**src/rtl/classifier_bin_loader_if.sv**
```systemverilog
// classifier_bin_loader_if: sample stream, window config and frame presentation bundle
interface classifier_bin_loader_if #(
  parameter int BIT_WIDTH = 32,
  parameter int N_SAMPLES = 8,
  parameter int IDX_W     = $clog2(N_SAMPLES)
);
  logic signed [BIT_WIDTH-1:0]           recv_msg;
  logic                                  recv_val;
  logic                                  recv_rdy;
  logic [IDX_W-1:0]                      cfg_lo_bin;
  logic [IDX_W-1:0]                      cfg_hi_bin;
  logic [N_SAMPLES-1:0]                  filtered_valid;
  logic [N_SAMPLES-1:0][BIT_WIDTH-1:0]   mag_out;
  logic                                  frame_val;
  logic                                  frame_ack;
  modport master (
    output recv_msg, recv_val, cfg_lo_bin, cfg_hi_bin, frame_ack,
    input  recv_rdy, filtered_valid, mag_out, frame_val
  );
  modport slave (
    input  recv_msg, recv_val, cfg_lo_bin, cfg_hi_bin, frame_ack,
    output recv_rdy, filtered_valid, mag_out, frame_val
  );
endinterface

```
**src/rtl/classifier_bin_loader.sv**
```systemverilog
// classifier_bin_loader: collects a frame of bin magnitudes with in-band flags for the comparator
module classifier_bin_loader #(
  parameter int BIT_WIDTH  = 32,
  parameter int DECIMAL_PT = 16,
  parameter int N_SAMPLES  = 8,
  parameter int IDX_W      = $clog2(N_SAMPLES)
) (
  input logic                    clk,
  input logic                    reset,
  classifier_bin_loader_if.slave bus
);
  typedef enum logic {LOAD, PRESENT} state_t;
  localparam logic [IDX_W-1:0]     LAST    = IDX_W'(N_SAMPLES - 1);
  localparam logic [BIT_WIDTH-1:0] MOST_NEG = {1'b1, {(BIT_WIDTH-1){1'b0}}};
  localparam logic [BIT_WIDTH-1:0] MOST_POS = ~MOST_NEG;
  if (N_SAMPLES < 2 || DECIMAL_PT >= BIT_WIDTH) begin : g_bad_params
    $error("classifier_bin_loader: unsupported parameters");
  end
  state_t               state, state_n;
  logic [IDX_W-1:0]     cnt, lo_q, hi_q, lo, hi;
  logic [BIT_WIDTH-1:0] mag;
  logic                 fire;
  assign bus.recv_rdy  = (state == LOAD) && !reset;
  assign bus.frame_val = (state == PRESENT);
  // handshake, effective window (live cfg for bin 0), saturating magnitude, next state
  always_comb begin
    fire    = bus.recv_val && (state == LOAD);
    lo      = (cnt == '0) ? bus.cfg_lo_bin : lo_q;
    hi      = (cnt == '0) ? bus.cfg_hi_bin : hi_q;
    mag     = !bus.recv_msg[BIT_WIDTH-1] ? bus.recv_msg :
              (bus.recv_msg == MOST_NEG) ? MOST_POS : -bus.recv_msg;
    state_n = (state == LOAD) ? ((fire && cnt == LAST) ? PRESENT : LOAD) :
              (bus.frame_ack ? LOAD : PRESENT);
  end
  // state register
  always_ff @(posedge clk) begin
    if (reset) state <= LOAD;
    else       state <= state_n;
  end
  // bin write, config latch on bin 0, flag clear on acknowledge
  always_ff @(posedge clk) begin
    if (reset) begin
      cnt                <= '0;
      lo_q               <= '0;
      hi_q               <= '0;
      bus.filtered_valid <= '0;
      bus.mag_out        <= '0;
    end else begin
      if (fire) begin
        bus.mag_out[cnt]        <= mag;
        bus.filtered_valid[cnt] <= (cnt >= lo) && (cnt <= hi);
        cnt                     <= (cnt == LAST) ? '0 : cnt + 1'b1;
        if (cnt == '0) begin
          lo_q <= bus.cfg_lo_bin;
          hi_q <= bus.cfg_hi_bin;
        end
      end
      if (state == PRESENT && bus.frame_ack) bus.filtered_valid <= '0;
    end
  end
endmodule

```
**src/flat_wrapper.sv**
```systemverilog
// flat-port wrapper written by rule: the top's interface ports become plain ports
module classifier_bin_loader_flat 
#(
  parameter int BIT_WIDTH  = 32,
  parameter int DECIMAL_PT = 16,
  parameter int N_SAMPLES  = 8,
  parameter int IDX_W      = $clog2(N_SAMPLES)
)
  (clk, reset, bus_recv_msg, bus_recv_val, bus_cfg_lo_bin, bus_cfg_hi_bin, bus_frame_ack, bus_recv_rdy, bus_filtered_valid, bus_mag_out, bus_frame_val);
  classifier_bin_loader_if #(.BIT_WIDTH(BIT_WIDTH), .N_SAMPLES(N_SAMPLES), .IDX_W(IDX_W)) bus_i ();
  input logic clk;
  input logic reset;
  input wire logic [$bits(bus_i.recv_msg)-1:0] bus_recv_msg;
  input wire logic [$bits(bus_i.recv_val)-1:0] bus_recv_val;
  input wire logic [$bits(bus_i.cfg_lo_bin)-1:0] bus_cfg_lo_bin;
  input wire logic [$bits(bus_i.cfg_hi_bin)-1:0] bus_cfg_hi_bin;
  input wire logic [$bits(bus_i.frame_ack)-1:0] bus_frame_ack;
  output wire logic [$bits(bus_i.recv_rdy)-1:0] bus_recv_rdy;
  output wire logic [$bits(bus_i.filtered_valid)-1:0] bus_filtered_valid;
  output wire logic [$bits(bus_i.mag_out)-1:0] bus_mag_out;
  output wire logic [$bits(bus_i.frame_val)-1:0] bus_frame_val;
  assign bus_i.recv_msg = bus_recv_msg;
  assign bus_i.recv_val = bus_recv_val;
  assign bus_i.cfg_lo_bin = bus_cfg_lo_bin;
  assign bus_i.cfg_hi_bin = bus_cfg_hi_bin;
  assign bus_i.frame_ack = bus_frame_ack;
  assign bus_recv_rdy = bus_i.recv_rdy;
  assign bus_filtered_valid = bus_i.filtered_valid;
  assign bus_mag_out = bus_i.mag_out;
  assign bus_frame_val = bus_i.frame_val;
  classifier_bin_loader #(.BIT_WIDTH(BIT_WIDTH), .DECIMAL_PT(DECIMAL_PT), .N_SAMPLES(N_SAMPLES), .IDX_W(IDX_W)) u_core (.clk(clk), .reset(reset), .bus(bus_i));
endmodule
```
**config.mk**
```make
export PLATFORM = sky130hd
export DESIGN_NAME = classifier_bin_loader_flat
export DESIGN_NICKNAME = d
export VERILOG_FILES = /design/src/rtl/classifier_bin_loader_if.sv /design/src/rtl/classifier_bin_loader.sv /design/src/flat_wrapper.sv
export SDC_FILE = /design/constraint.sdc
export NUM_CORES = 1
export LEC_CHECK = 0
export ABC_AREA = 1
export CORE_ASPECT_RATIO = 1.4
export CORE_MARGIN = 2
export CORE_UTILIZATION = 49
export CTS_CLUSTER_SIZE = 8
export DETAILED_ROUTE_END_ITERATION = 12
export PLACE_DENSITY_LB_ADDON = 0.15
export SYNTH_ARGS = -nofsm -noshare
export SYNTH_HDL_FRONTEND = slang
export SYNTH_SLANG_ARGS = --single-unit
```
**constraint.sdc**
```tcl
create_clock -name clk -period 2.62 [get_ports clk]
set_input_delay 0.786 -clock clk [delete_from_list [all_inputs] [get_ports clk]]
set_output_delay 0.786 -clock clk [all_outputs]
set_load 0.05 [all_outputs]
```
* After elaboration in Yosys (flattened, before gate mapping)
Index checks and enable logic that the tools add are counted.
Widths: inputs -> output; s select.
** Storage, ports and cells
- Logic and storage cells :: 45
- Bits in registers :: 274
- Input bits :: 42
- Output and inout bits :: 266
** Operators by class
- $add $sub $neg :: 2
- Reduce and logical (&&, ||, !) cells :: 9
- Muxes and demuxes :: 14
- Bitwise operators :: 1
- Equality and inequality tests :: 2
- Magnitude comparators :: 4
** Operator list (count)
- $bwmux 256 :: 1
- $demux 32 s3 :: 1
- $mux 32 :: 3
- $eq 32x32->1 const B :: 1
- $neg 32->32 :: 1
- $mux 3 :: 3
- $bwmux 8 :: 1
- $logic_and 1x1->1 :: 6
- $lt 3x4->1 const B :: 1
- $mux 1 :: 4
- $add 3x1->3 const B :: 1
- $demux 1 s3 :: 1
- $eq 3x3->1 const B :: 1
- $ge 3x1->1 const B :: 1
- $ge 3x3->1 :: 1
- $le 3x3->1 :: 1
- $logic_not 3->1 :: 1
- $reduce_or 2->1 :: 1
- $logic_not 1->1 :: 1
- $not 1->1 :: 1

* Longest topological paths before layout
Gate-level depths: netlist of the first run.
- Depth in word-level cells :: 5
- Gate-level depth with buffers :: 12
- Depth with buffers taken out :: 12

* Least setup slack after synthesis of the first run
Ideal clock, no wire load.
- Path type :: input to output
- Start :: input reset
- End :: output bus_recv_rdy
- Arrival time :: 1.994 ns
- Buffers on the path :: 3
- Slack :: -0.160 ns
- Stages on the path :: 4
- Data required time :: 1.834 ns
- Cell sequence :: clkbuf_1 buf_2 buf_1 nor2_1
** Between the ends
- Cells in the longest elaborated chain, start to end :: 2
** RTL lines
- start, declared :: line flat_wrapper.sv:12 : input logic reset;
- $logic_not 1->1 :: line classifier_bin_loader.sv:23 : assign bus.recv_rdy = (state == LOAD) && !reset;
- $logic_and 1x1->1 :: line classifier_bin_loader.sv:23
- end, declared :: line flat_wrapper.sv:18 : output wire logic [$bits(bus_i.recv_rdy)-1:0] bus_recv_rdy;
No other way between the ends.

* Final worst setup path of the first run
- Start :: register u_core.bus.filtered_valid[7]
- End :: output bus_filtered_valid[7]
** RTL lines
- start, declared :: line classifier_bin_loader_if.sv:22 : output recv_rdy, filtered_valid, mag_out, frame_val
- start signal, assigned by index :: line classifier_bin_loader.sv:51 : bus.filtered_valid[cnt] <= (cnt >= lo) && (cnt <= hi);
- end, declared :: line flat_wrapper.sv:19 : output wire logic [$bits(bus_i.filtered_valid)-1:0] bus_filtered_valid;
No word-level cell between the ends.

==> impl_results.md, run 1 <==
* Clock Skew at 15.70 ps
* Post-Syn Area at 11450 µm²
* Asr flop ratio synth at 0
* DIE WIDTH at 133.2 µm
* Final hold violations at 0
* Die area at 24620 µm²
* Crit path kind: reg -> out
* Relative slew slack at 0.4500
* Synth Flop Type: dfxtp_1
* H-tree depth at 2
* Final Setup Violations at 0
* P_leak at 7.621 nW
* Final setup margin at 53.85 ps
* # hold bufs at CTS at 0
* Largest stage delay on the critical path at 850 ps
* Wire per inst at 17.34 µm
* Placed instance area at 15590 µm²
* EDFF count, synth at 0
* Die height at 184.9 µm
* VDD IR max at 0.6225 mV
* Area leader, netlist: dfxtp_1
* Core area at 23120 µm²
* Initial core utilization at 0.4951
* Register area share after synthesis at 0.4791
* Yosys warning count at 0
* Clk pin slew, worst setup/hold paths at 50 ps
* GRT Residual Overflow at 0
* Detailed Routing Iterations Pass 1 at 5
* Final RePlAce weighted congestion at 0.9353
* Outcome: completed
* Worst-Skew Late Latency at 520 ps
* Antenna cells at 0
* Cell area after layout at 16660 µm²
* Cells after Synth at 1588
* Crit path max fanout at 2
* Row count at 66
* Post-synth cell types at 38
* Max-Cap Viols at 0
* Io pins at 308
* CP endpoint kind: primary output
* Largest net degree at the start of global routing at 83
* Final Cycle Share at 0.9794
* Vias in the first global route at 11.23k
* IO Port Bufs at 307
* CP arrival at 1780 ps
* Cell Count, Final, Fillers Out at 2270
* Worst min path class: reg -> reg
* Syn-to-layout area delta at 45.49%
* Most frequent cell after synthesis: nor2_1
* TritonCTS clock tree: done
* Dominant cells by area after synthesis: dfxtp_1 48%, nor2_1 17%, o21ai_0 9.0%, inv_1 5.0%, nand2_1 4.2%
* Fmax at 389.7 MHz
* Synth Net Count at 1640
* Synth top area share at 0.4791
* Synthesized area per cell at 7.209 µm²
* Dpl ws at -388.3 ps
* WP buf/inv at 1
* DR vias at 11.70k
* Req. time, crit path at 1830 ps
* Vias per inst at 5.153
* CP max stage cell: clkdlybuf4s50_1
* Pin slew with the least headroom to its limit at 822.0 ps
* Final Hold Slack at 501.8 ps
* Fill count at 1910
* Max-slew violation count at 0
* CP Cell Sequence: clkdlybuf4s50_1
* Dpl cells at 2226
* DP HPWL at 28090 µm
* Family with the most delay on the worst path: buffers and inverters
* First-pass GRT wire length at 60850 µm
* Crit path time final at 2566 ps
* Startpoint types: flip-flop
* Post-synth top cells: 511 x nor2_1, 274 x dfxtp_1, 205 x o21ai_0
* # nets final at 2014
* Cell Pwr Density at 651.9 nW/µm²
* Synthesized flop and latch total at 274
* Longest Clk Path Bufs at 3
* Initial antenna violation count at 0
* Tot GR Track Use at 0.3145
* TritonCTS Sinks at 274
* Layout cells sized above 1 at 0.1176
* RSZ-0062 raised after global routing: no
* Root Driver: clkbuf_16
* CTS buffer count at 40
* 1st-iter DRT viols at 772
* Detailed-route wire length at 39370 µm
* ANT nets after route at 0
* Drt drc at 0
[cells in the final DEF (no fill, tap or decap), types with 6 or more instances in the layout]
cell type	netlist	layout
nor2_1	511	508
clkdlybuf4s50_1	0	305
dfxtp_1	274	273
o21ai_0	205	205
inv_1	151	150
nand2_1	127	126
buf_4	1	94
a21oi_1	40	40
clkbuf_16	0	40
o21ai_1	37	37
nand3_1	31	31
nand4_1	24	24
buf_12	0	18
inv_2	16	16
nand3_2	15	15
nor2_2	10	11
ha_1	10	10
nand3_4	9	9
nor2_4	5	7
nand2_2	5	6
or2_2	6	6
[logic make-up (layout without fill, tap and decap cells)]
logic type / Yosys count / count (layout) / share of synthesized area
XOR/XNOR: 5 / 5 / 0.003825
AND/OR/NAND/NOR: 748 / 748 / 0.2831
multiplexers: 4 / 4 / 0.003497
buffers and inverters: 254 / 630 / 0.08874
flip-flops: 274 / 274 / 0.4791
adder cells (fa/ha/maj): 10 / 10 / 0.01093
AO/OA/AOI/OAI: 293 / 293 / 0.1308
[metal layers]
metal	track usage	vias to the layer above	wire (µm)	part of all wire
met5	0	-	0	0
met4	0.1796	0	2389	0.061
met3	0.07417	121	2956	0.075
met2	0.5650	525	19850	0.50
met1	0.3386	5339	14180	0.36
li1	-	5713	-	-
[through the flow]
step,setup TNS (ps),utilization,power (mW)
after detailed placement,-57310,0.6743,6.452
after global routing,0,0.7203,11.25
after CTS,0,0.7200,10.90
after global placement,-46230,0.6743,6.431
after floorplan,0,-,5.636
final,0,0.7203,10.86
[sequential cells by signal (all words and copies together) (netlist names)]
name                       cells
u_core.bus.filtered_valid      8
u_core.bus.frame_val           1
u_core.bus.mag_out           256
u_core.cnt                     3
u_core.hi_q                    3
u_core.lo_q                    3
[tightest hold or removal path, cell delays in order, from the launching register on]
cell	delay, ps
dfxtp_1	330
o211ai_1	100
inv_1	50
[cell type report]
class                      instances  area (µm²)  area share
tap                              306       382.9     0.02299
clock inverter                     4       56.30    0.003380
timing repair buffer             418        4130      0.2480
multi-input combinational       1060        4967      0.2982
inverter                         168       631.9     0.03794
clock buffer                      40        1001     0.06010
sequential                       274        5487      0.3294
[worst paths after layout]
path                                                                 from                                         to  slack (ps)  cells past startpoint
worst max-delay path            u_core.bus.filtered_valid[7]$_SDFFE_PP0P_                      bus_filtered_valid[7]          50                      1
worst min-delay path                          u_core.hi_q[1]$_SDFFE_PP0P_                u_core.hi_q[1]$_SDFFE_PP0P_         500                      2
worst max register to register                 u_core.cnt[0]$_SDFFE_PP0P_  u_core.bus.filtered_valid[2]$_SDFFE_PP0P_         320                      9
worst min register to register                u_core.hi_q[1]$_SDFFE_PP0P_                u_core.hi_q[1]$_SDFFE_PP0P_         500                      2
[power by group]
group          switching (mW)  total (mW)  internal [mW]  leakage, nW
Clock                    1.77        4.47           2.70        0.518
Combinational            1.29        1.95          0.663         4.88
Sequential             0.0983        4.44           4.34         2.22
[repair_timing]
item	CTS	global route
gates resized for setup	0	3
endpoints found under the setup margin	0	11
setup buffers	0	0
endpoints found under the hold margin	0	0
Power figures use the tool's default switching activity.
==> run 2, diff against run 1 <==
--- a/config.mk
+++ b/config.mk
@@ -6,8 +6,8 @@
 export NUM_CORES = 1
 export LEC_CHECK = 0
 export ABC_AREA = 1
+export CAP_MARGIN = 40
 export CORE_ASPECT_RATIO = 1.4
-export CORE_MARGIN = 2
 export CORE_UTILIZATION = 49
 export CTS_CLUSTER_SIZE = 8
 export DETAILED_ROUTE_END_ITERATION = 12
==> impl_results.md, run 2 (same netlist as run 1, synthesis figures left out) <==
* 1st-iter DRT viols at 752 (-2.6%)
* Final RePlAce weighted congestion at 0.9560 (+2.2%)
* RSZ-0062 raised after global routing: no
* Clock Skew at 21.19 ps (+5.495 ps)
* VDD IR max at 0.6381 mV (+2.5%)
* Die height at 182.9 µm (-1.1%)
* WP buf/inv at 1 (unchanged)
* Startpoint types: flip-flop
* Reg with most FFs: u_core.bus.mag_out
* Vias per inst at 5.180 (+0.51%)
* Row count at 65 (-1.5%)
* Vias in the first global route at 11.32k (+0.80%)
* Max-slew violation count at 0 (unchanged)
* H-tree depth at 2 (unchanged)
* Io pins at 308 (unchanged)
* Largest register FFs at 256 (unchanged)
* Commonest non-fill, non-tap cell in the layout: nor2_1
* Commonest non-fill, non-tap cells in the layout: 508 x nor2_1, 305 x clkdlybuf4s50_1, 273 x dfxtp_1
* CP arrival at 1800 ps (+20 ps)
* Worst-Skew Late Latency at 520 ps (about the same)
* # hold bufs at CTS at 0 (unchanged)
* Wire per inst at 17.42 µm (+0.46%)
* DR vias at 11.68k (-0.20%)
* Detailed Routing Iterations Pass 1 at 6 (+1)
* CTS buffer count at 40 (unchanged)
* Antenna cells at 0 (unchanged)
* Largest stage delay on the critical path at 840 ps (about the same)
* ANT nets after route at 0 (unchanged)
* Logic pwr share at 0.177 (-0.003)
* TritonCTS Sinks at 274 (unchanged)
* Crit path max fanout at 2 (unchanged)
* TritonCTS clock tree: done
* Final Setup Violations at 0 (unchanged)
* # nets final at 2003 (-0.55%)
* Final hold violations at 0 (unchanged)
* Clock power share at 0.414 (+0.003)
* Req. time, crit path at 1830 ps (about the same)
* Cell area after layout at 16550 µm² (-0.63%)
* Pin slew with the least headroom to its limit at 620.7 ps (-201.3 ps)
* Crit path time final at 2582 ps (+16.30 ps)
* Detailed-route wire length at 39270 µm (-0.25%)
* Syn-to-layout area delta at 44.57%
* Clk pin slew, worst setup/hold paths at 50 ps (about the same)
* Family with the most delay on the worst path: buffers and inverters
* Final Cycle Share at 0.9857 (+0.006222)
* Final Core Density at 0.7268 (+0.006467)
* Setup Buffers After CTS at 0 (unchanged)
* Relative slew slack at 0.5849 (+0.1350)
* CP Cell Sequence: clkdlybuf4s50_1
* Cell Pwr Density at 657.0 nW/µm² (+0.78%)
* Layout cells sized above 1 at 0.1121 (-0.005482)
* Placed instance area at 15490 µm² (-0.65%)
* Largest net degree at the start of global routing at 83 (unchanged)
* Core area at 22770 µm² (-1.5%)
* IO Port Bufs at 307 (unchanged)
* First-pass GRT wire length at 61120 µm (+0.44%)
* Sw Pwr at 3.141 mW (-0.32%)
* GRT Residual Overflow at 0 (unchanged)
* Sequential cell fraction of total power at 0.409 (about the same)
* Top flop regs: u_core.bus.mag_out x256, u_core.bus.filtered_valid x8
* Initial core utilization at 0.5027 (+0.007617)
* Max-Cap Viols at 0 (unchanged)
* Initial antenna violation count at 0 (unchanged)
* DIE WIDTH at 131.2 µm (-1.5%)
* Tot GR Track Use at 0.3252 (+0.01068)
* CP max stage cell: clkdlybuf4s50_1
* # resized after CTS at 0 (unchanged)
* Internal Power at 7.733 mW (+0.34%)
* Drt drc at 0 (unchanged)
* Worst min path class: reg -> reg
* Die area at 23990 µm² (-2.6%)
* Fmax at 387.2 MHz (-0.63%)
* DP HPWL at 27660 µm (-1.5%)
* Longest Clk Path Bufs at 3 (unchanged)
* CP endpoint kind: primary output
* Outcome: completed
* Crit path kind: reg -> out
* Sw Share at 0.2888 (-0.001364)
* Root Driver: clkbuf_16
* P_leak at 7.556 nW (-0.85%)
## run 2: cell types whose count changed in the layout (fill, tap and decap cells not counted), sizes merged
cell,change
clkbuf,+2
inv,-1
clkinv,-2
clkinvlp,+1
buf,-11
## run 2: worst paths after layout
path                                  startpoint                                        end  slack (ps)  cells after the start
max reg2reg           u_core.cnt[0]$_SDFFE_PP0P_  u_core.bus.filtered_valid[3]$_SDFFE_PP0P_         180                      8
min                  u_core.lo_q[2]$_SDFFE_PP0P_                u_core.lo_q[2]$_SDFFE_PP0P_         500                      2
max          u_core.bus.mag_out[28]$_SDFFE_PP0P_                            bus_mag_out[28]          40                      1
min reg2reg          u_core.lo_q[2]$_SDFFE_PP0P_                u_core.lo_q[2]$_SDFFE_PP0P_         500                      2
## run 2: power groups by stage
stage                     clock (mW)  sequential [mW]  combinational [mW]
after global routing            4.72             4.46                2.04
after CTS                       4.55             4.44                1.92
after detailed placement           0             4.52                1.91
final                           4.50             4.45                1.92
after global placement             0             4.52                1.89
after floorplan                    0             5.03               0.607
## run 2: layout make-up
type,instances,area [µm²]
clock buffer,42,1030
clock inverter,2,27.53
fill,1825,6221
inverter,168,631.9
multi-input combinational,1060,4967
sequential,274,5487
tap,301,376.6
timing repair buffer,407,4031
## run 2: through the flow
step           hold slack (ps)  std cells  worst slack, ps  setup TNS [ps]  total power, mW
2_1_floorplan            464.3       1588            61.80               0            5.636
3_3_place_gp             477.4       2210           -212.7          -26780            6.411
3_5_place_dp             481.4       2210           -242.9          -31400            6.429
4_1_cts                  497.9       2254            22.61               0            10.91
5_1_grt                  543.5       2254            32.80               0            11.22
6_report                 498.5       2254            37.55               0            10.87
## run 2: tightest hold or removal path, delay by kind of cell (launching register included)
kind | cells | cell delay (ps)
AO/OA/AOI/OAI | 1 | 100
buffers and inverters | 1 | 50
flip-flops | 1 | 320
## run 2: routing by layer
metal	GRT usage	vias to the layer above	wire length, µm
li1	-	5704	-
met1	0.3507	5361	14410
met2	0.5774	482	19580
met3	0.07518	128	2977
met4	0.1986	0	2313
met5	0	-	0
==> RTL edit 1 (flow settings as in run 1) <==
`BIT_WIDTH` is set to 32 in 3 places; all go to 24.
--- a/src/rtl/classifier_bin_loader_if.sv
+++ b/src/rtl/classifier_bin_loader_if.sv
@@ -1,5 +1,5 @@
 // classifier_bin_loader_if: sample stream, window config and frame presentation bundle
 interface classifier_bin_loader_if #(
-  parameter int BIT_WIDTH = 32,
+  parameter int BIT_WIDTH = 24,
   parameter int N_SAMPLES = 8,
   parameter int IDX_W     = $clog2(N_SAMPLES)
--- a/src/rtl/classifier_bin_loader.sv
+++ b/src/rtl/classifier_bin_loader.sv
@@ -1,5 +1,5 @@
 // classifier_bin_loader: collects a frame of bin magnitudes with in-band flags for the comparator
 module classifier_bin_loader #(
-  parameter int BIT_WIDTH  = 32,
+  parameter int BIT_WIDTH  = 24,
   parameter int DECIMAL_PT = 16,
   parameter int N_SAMPLES  = 8,
--- a/src/flat_wrapper.sv
+++ b/src/flat_wrapper.sv
@@ -2,5 +2,5 @@
 module classifier_bin_loader_flat 
 #(
-  parameter int BIT_WIDTH  = 32,
+  parameter int BIT_WIDTH  = 24,
   parameter int DECIMAL_PT = 16,
   parameter int N_SAMPLES  = 8,
Interface: changed (resized bus_mag_out and bus_recv_msg); port bits go from 308 to 236. No check against the original RTL was run, so the function may have changed too.
==> RTL edit 1 against run 1 <==
Global-route usage shrank 3.0 points; sequential share of layout area grew 0.072 points; routed wire length shrank 28%; synthesized area shrank 23%; worst setup slack gained 0.038 ns; first-iteration DRC count shrank 13%; final area shrank 24%; sequential cell count shrank 64; core utilization shrank 0.70 points; total power shrank 23%; critical endpoint is now bus_mag_out[29]; largest cell class unchanged; highest routed layer unchanged.
==> RTL edit 1: results (changes against run 1) <==
Outcome
  • Status: completed

Power
  • Leak: 5.94 nW (-22%)

Clock network
  • CTS H-tree lvls: 1 (-1)
  • Latest clock arrival within the worst-skew pair: 0.54 ns (+0.02 ns)
  • CTS buffer count: 30 (-25%)

Critical path
  • Largest stage delay, worst path: 0.82 ns (-0.03 ns)
  • Critical path arrival: 1.74 ns (-0.04 ns)

Final layout
  • Top Registers: u_core.bus.mag_out x192, u_core.bus.filtered_valid x8
  • Share of cells above drive strength 1: 9.21% (-2.6 points)
  • Final net count: 1575 (-22%)

Detailed routing
  • Wl on met1: 11.3 mm (-21%)
  • Routed len/inst: 16.0 um (-7.9%)
  • Iteration-0 DRC Markers: 673 (-13%)

STA
  • Layout Skew: 0.0195 ns (+0.00385 ns)
  • Slew HR: 60.0% (+15 points)

Synthesis
  • Mean post-synth cell area: 7.05 sq um (-2.2%)
  • Synth top cells by count: nor2_1 (333), dfxtp_1 (210), inv_1 (160)
  • Area contributors post-synth: dfxtp_1 (47%), nor2_1 (14%), o21ai_0 (9.0%)
  • Cell variety after synth: 30 (-21%)

Placement
  • Port Buf Inserts: 235 (-23%)
  • HPWL Detailed: 20.1 mm (-28%)
  • DP Area: 11900 sq um (-23%)

Global routing
  • Largest net degree at the start of global routing: 97 (+17%)
  • All-Layer GR Usage: 28.5% (-3.0 points)
  • Vias in the first global route: 8429 (-25%)
  • Global Route met3 Usage: 4.96% (-2.5 points)
-- RTL edit 1: cell families (layout without fill, tap and decap cells) --
kind of cell	Yosys count	count (layout)	share of synthesized area, %
AO/OA/AOI/OAI	231	231	13.3
buffers and inverters	229	504	10.2
adder cells (fa/ha/maj)	10	10	1.41
flip-flops	210	210	47.5
multiplexers	4	4	0.452
AND/OR/NAND/NOR	564	564	26.4
XOR/XNOR	8	8	0.791
-- RTL edit 1: where the power goes --
group	total (mW)	internal, mW	switching (mW)
registers	3.43	3.35	0.0825
clock network	3.34	2.05	1.29
logic	1.60	0.540	1.06
-- RTL edit 1: through the flow --
stage | util (%) | setup slack, ns
finish | 71.3 | 0.0923
global route | 71.3 | 0.0666
CTS | 71.3 | 0.0858
detailed placement | 66.9 | -0.0966
global placement | 66.9 | -0.0441
floorplan | - | 0.00668
-- RTL edit 1: area by class of cell --
type                    instances  area [sq um]  area share (%)
multi-input cells             817          3780            29.7
flip-flops and latches        210          4200            33.0
repair buffers                310          3060            24.0
well taps                     240           300            2.36
clock inverters                 1          8.76          0.0688
clock buffers                  31           776            6.09
inverters                     162           608            4.78
-- RTL edit 1: repair_timing --
item | in CTS | in global routing
endpoints found under the setup margin | 0 | 5
setup buffers | 0 | 0
resized for setup | 0 | 1
-- RTL edit 1: path summary, 6_finish.rpt --
path / endpoint / from / slack [ns]
setup reg to reg: u_core.bus.filtered_valid[4] / u_core.cnt[0] / 0.34
hold reg to reg: u_core.lo_q[2] / u_core.lo_q[2] / 0.50
hold / removal: u_core.lo_q[2] / u_core.lo_q[2] / 0.50
setup / recovery: bus_mag_out[29] / u_core.bus.mag_out[29] / 0.09
==> RTL edit 2 (settings of run 1) <==
Without the edit above. Reset style: asynchronous (`reset`), changed in 2 clocked blocks.
--- a/src/rtl/classifier_bin_loader.sv
+++ b/src/rtl/classifier_bin_loader.sv
@@ -34,10 +34,10 @@
   end
   // state register
-  always_ff @(posedge clk) begin
+  always_ff @(posedge clk or posedge reset) begin
     if (reset) state <= LOAD;
     else       state <= state_n;
   end
   // bin write, config latch on bin 0, flag clear on acknowledge
-  always_ff @(posedge clk) begin
+  always_ff @(posedge clk or posedge reset) begin
     if (reset) begin
       cnt                <= '0;
Formal check against the unedited RTL: differs if reset is asserted again (counterexample within 4 cycles, from zero or initial values and one cycle with reset high); with reset held inactive, the same outputs for 4 cycles.
==> RTL edit 2 against run 1 <==
Worst setup slack gained 0.010 ns; sequential share of layout area increased by 7.4 points; first-iteration DRC count is 9.5% higher; worst hold slack worse by 0.027 ns; synthesized area grew 3.0%; routed wire length fell by 0.38%; final area up 2.1%; sequential cell count stayed put; register-to-register slack better by 0.03 ns.
Power is not compared: it rests on default switching activity, and its combinational part moved more than twofold at a synthesized area within 25%.
==> RTL edit 2: results (changes against run 1) <==
Synthesis
  • Mean post-synth cell area: 8.32 sq um (+15%)
  • Mux cell area share after synthesis: 0.339% (-0.010 points)
  • Yosys warning count: 0 (unchanged)
  • Cell variety after synth: 33 (-13%)
  • Post-synth ARST share: 100% (+100 points)
  • Area contributors post-synth: dfrtp_1 (58%), nand2_1 (24%), nor2_1 (2.6%)
  • Ys flop type: dfrtp_1
  • Sequential area share after synthesis: 58.1% (+10 points)
  • Adder-cell share of the synthesized area: 1.06% (-0.032 points)
  • XOR/XNOR Fraction of Synth Area: 0.297% (-0.085 points)
  • Net Count, Synth: 1469 (-10%)
  • Synth Area in Compound Gates: 3.70% (-9.4 points)
  • Synth top cells by count: nand2_1 (760), dfrtp_1 (274), nor2_1 (83)

Critical path
  • Worst reg2reg endpoint: u_core.bus.filtered_valid[3]
  • Largest stage delay, worst path: 0.88 ns (+0.03 ns)
  • Worst setup path end: bus_mag_out[223]
  • Worst reg-to-reg path cell count: 9 (unchanged)
  • FF-to-FF setup slack: 0.35 ns (+0.03 ns)
  • R2R Path Start: u_core.cnt[0]
  • Critical Path Start: u_core.bus.mag_out[223]
  • Crit path max fanout: 2 (unchanged)

Global routing
  • GR met1 Demand/Resource: 39.8% (+5.9 points)
  • All-Layer GR Usage: 31.1% (-0.39 points)
  • Met2 GRT Util: 52.1% (-4.4 points)
  • Global Route met3 Usage: 5.70% (-1.7 points)
  • Initial antenna violation count: 3 (+3)
  • Global-route wire length before repair: 60.8 mm (-0.15%)
  • Largest net degree at the start of global routing: 75 (-9.6%)

Final layout
  • Final net count: 1838 (-8.7%)
  • Share of cells above drive strength 1: 9.84% (-1.9 points)

Placement
  • DP Area: 15900 sq um (+2.2%)
  • GPL Wtd Cong: 0.909 (-2.9%)
  • Placed cell count: 2054 (-7.7%)
  • HPWL Detailed: 26.7 mm (-4.9%)
  • Place WS: -0.157 ns (+0.231 ns)

Worst hold path
  • Hold depth: 2 (unchanged)
  • Min-delay src: u_core.bus.mag_out[138]
  • Worst Hold Endpoint: u_core.bus.mag_out[138]

Detailed routing
  • DR WL met2: 19.4 mm (-2.0%)
  • Routed wl met3: 2.79 mm (-5.5%)
  • Pre-antenna DRT Iters: 5 (unchanged)
  • Vias per inst: 5.24 (+1.7%)
  • Iteration-0 DRC Markers: 845 (+9.5%)
  • Via count: 11000 (-5.9%)
  • Wl on met1: 15.4 mm (+8.9%)
  • Routed WL: 39.2 mm (-0.38%)

STA
  • Final WS setup: 0.0642 ns (+0.0103 ns)
  • Layout Skew: 0.0149 ns (-0.000816 ns)
  • Final hold slack: 0.475 ns (-0.0268 ns)
  • Slew HR: 40.8% (-4.2 points)

Power
  • Power Density: roughly 1500 nW/um^2
  • Clock-net power: ~4.5 mW
  • Leak: 8.64 nW

Outcome
  • Status: completed

Clock network
  • Root buffer cell: clkbuf_16
  • Clock Tree Buf Depth: 3 (unchanged)
  • CTS H-tree lvls: 2 (unchanged)
[RTL edit 2: cell count changes after synthesis, moves of 14 or more]
cell | run 1 | this run
nand2_1 | 127 | 760
nor2_1 | 511 | 83
dfrtp_1 | 0 | 274
dfxtp_1 | 274 | 0
o21ai_0 | 205 | 27
inv_1 | 151 | 51
o21ai_1 | 37 | 2
a31oi_1 | 1 | 32
a21oi_1 | 40 | 12
inv_2 | 16 | 0
buf_2 | 35 | 21
clkbuf_1 | 46 | 32
[RTL edit 2: final cells by class]
cell class / count / area, sq um
Clock buffer: 42 / 1050
Tap cell: 310 / 388
Inverter: 51 / 195
Fill cell: 1878 / 6800
Multi-Input combinational cell: 1022 / 4420
Clock inverter: 2 / 25.0
Sequential cell: 274 / 6860
Antenna cell: 3 / 7.51
Timing Repair Buffer: 397 / 4070
[RTL edit 2: cell families after synthesis]
kind of cell	count (synthesis)
xor gates and xnor gates	4
AOI/OAI and AO/OA	77
buffers and inverters	121
and+or+nand+nor	927
muxes	4
DFF	274
adders and majority gates	10
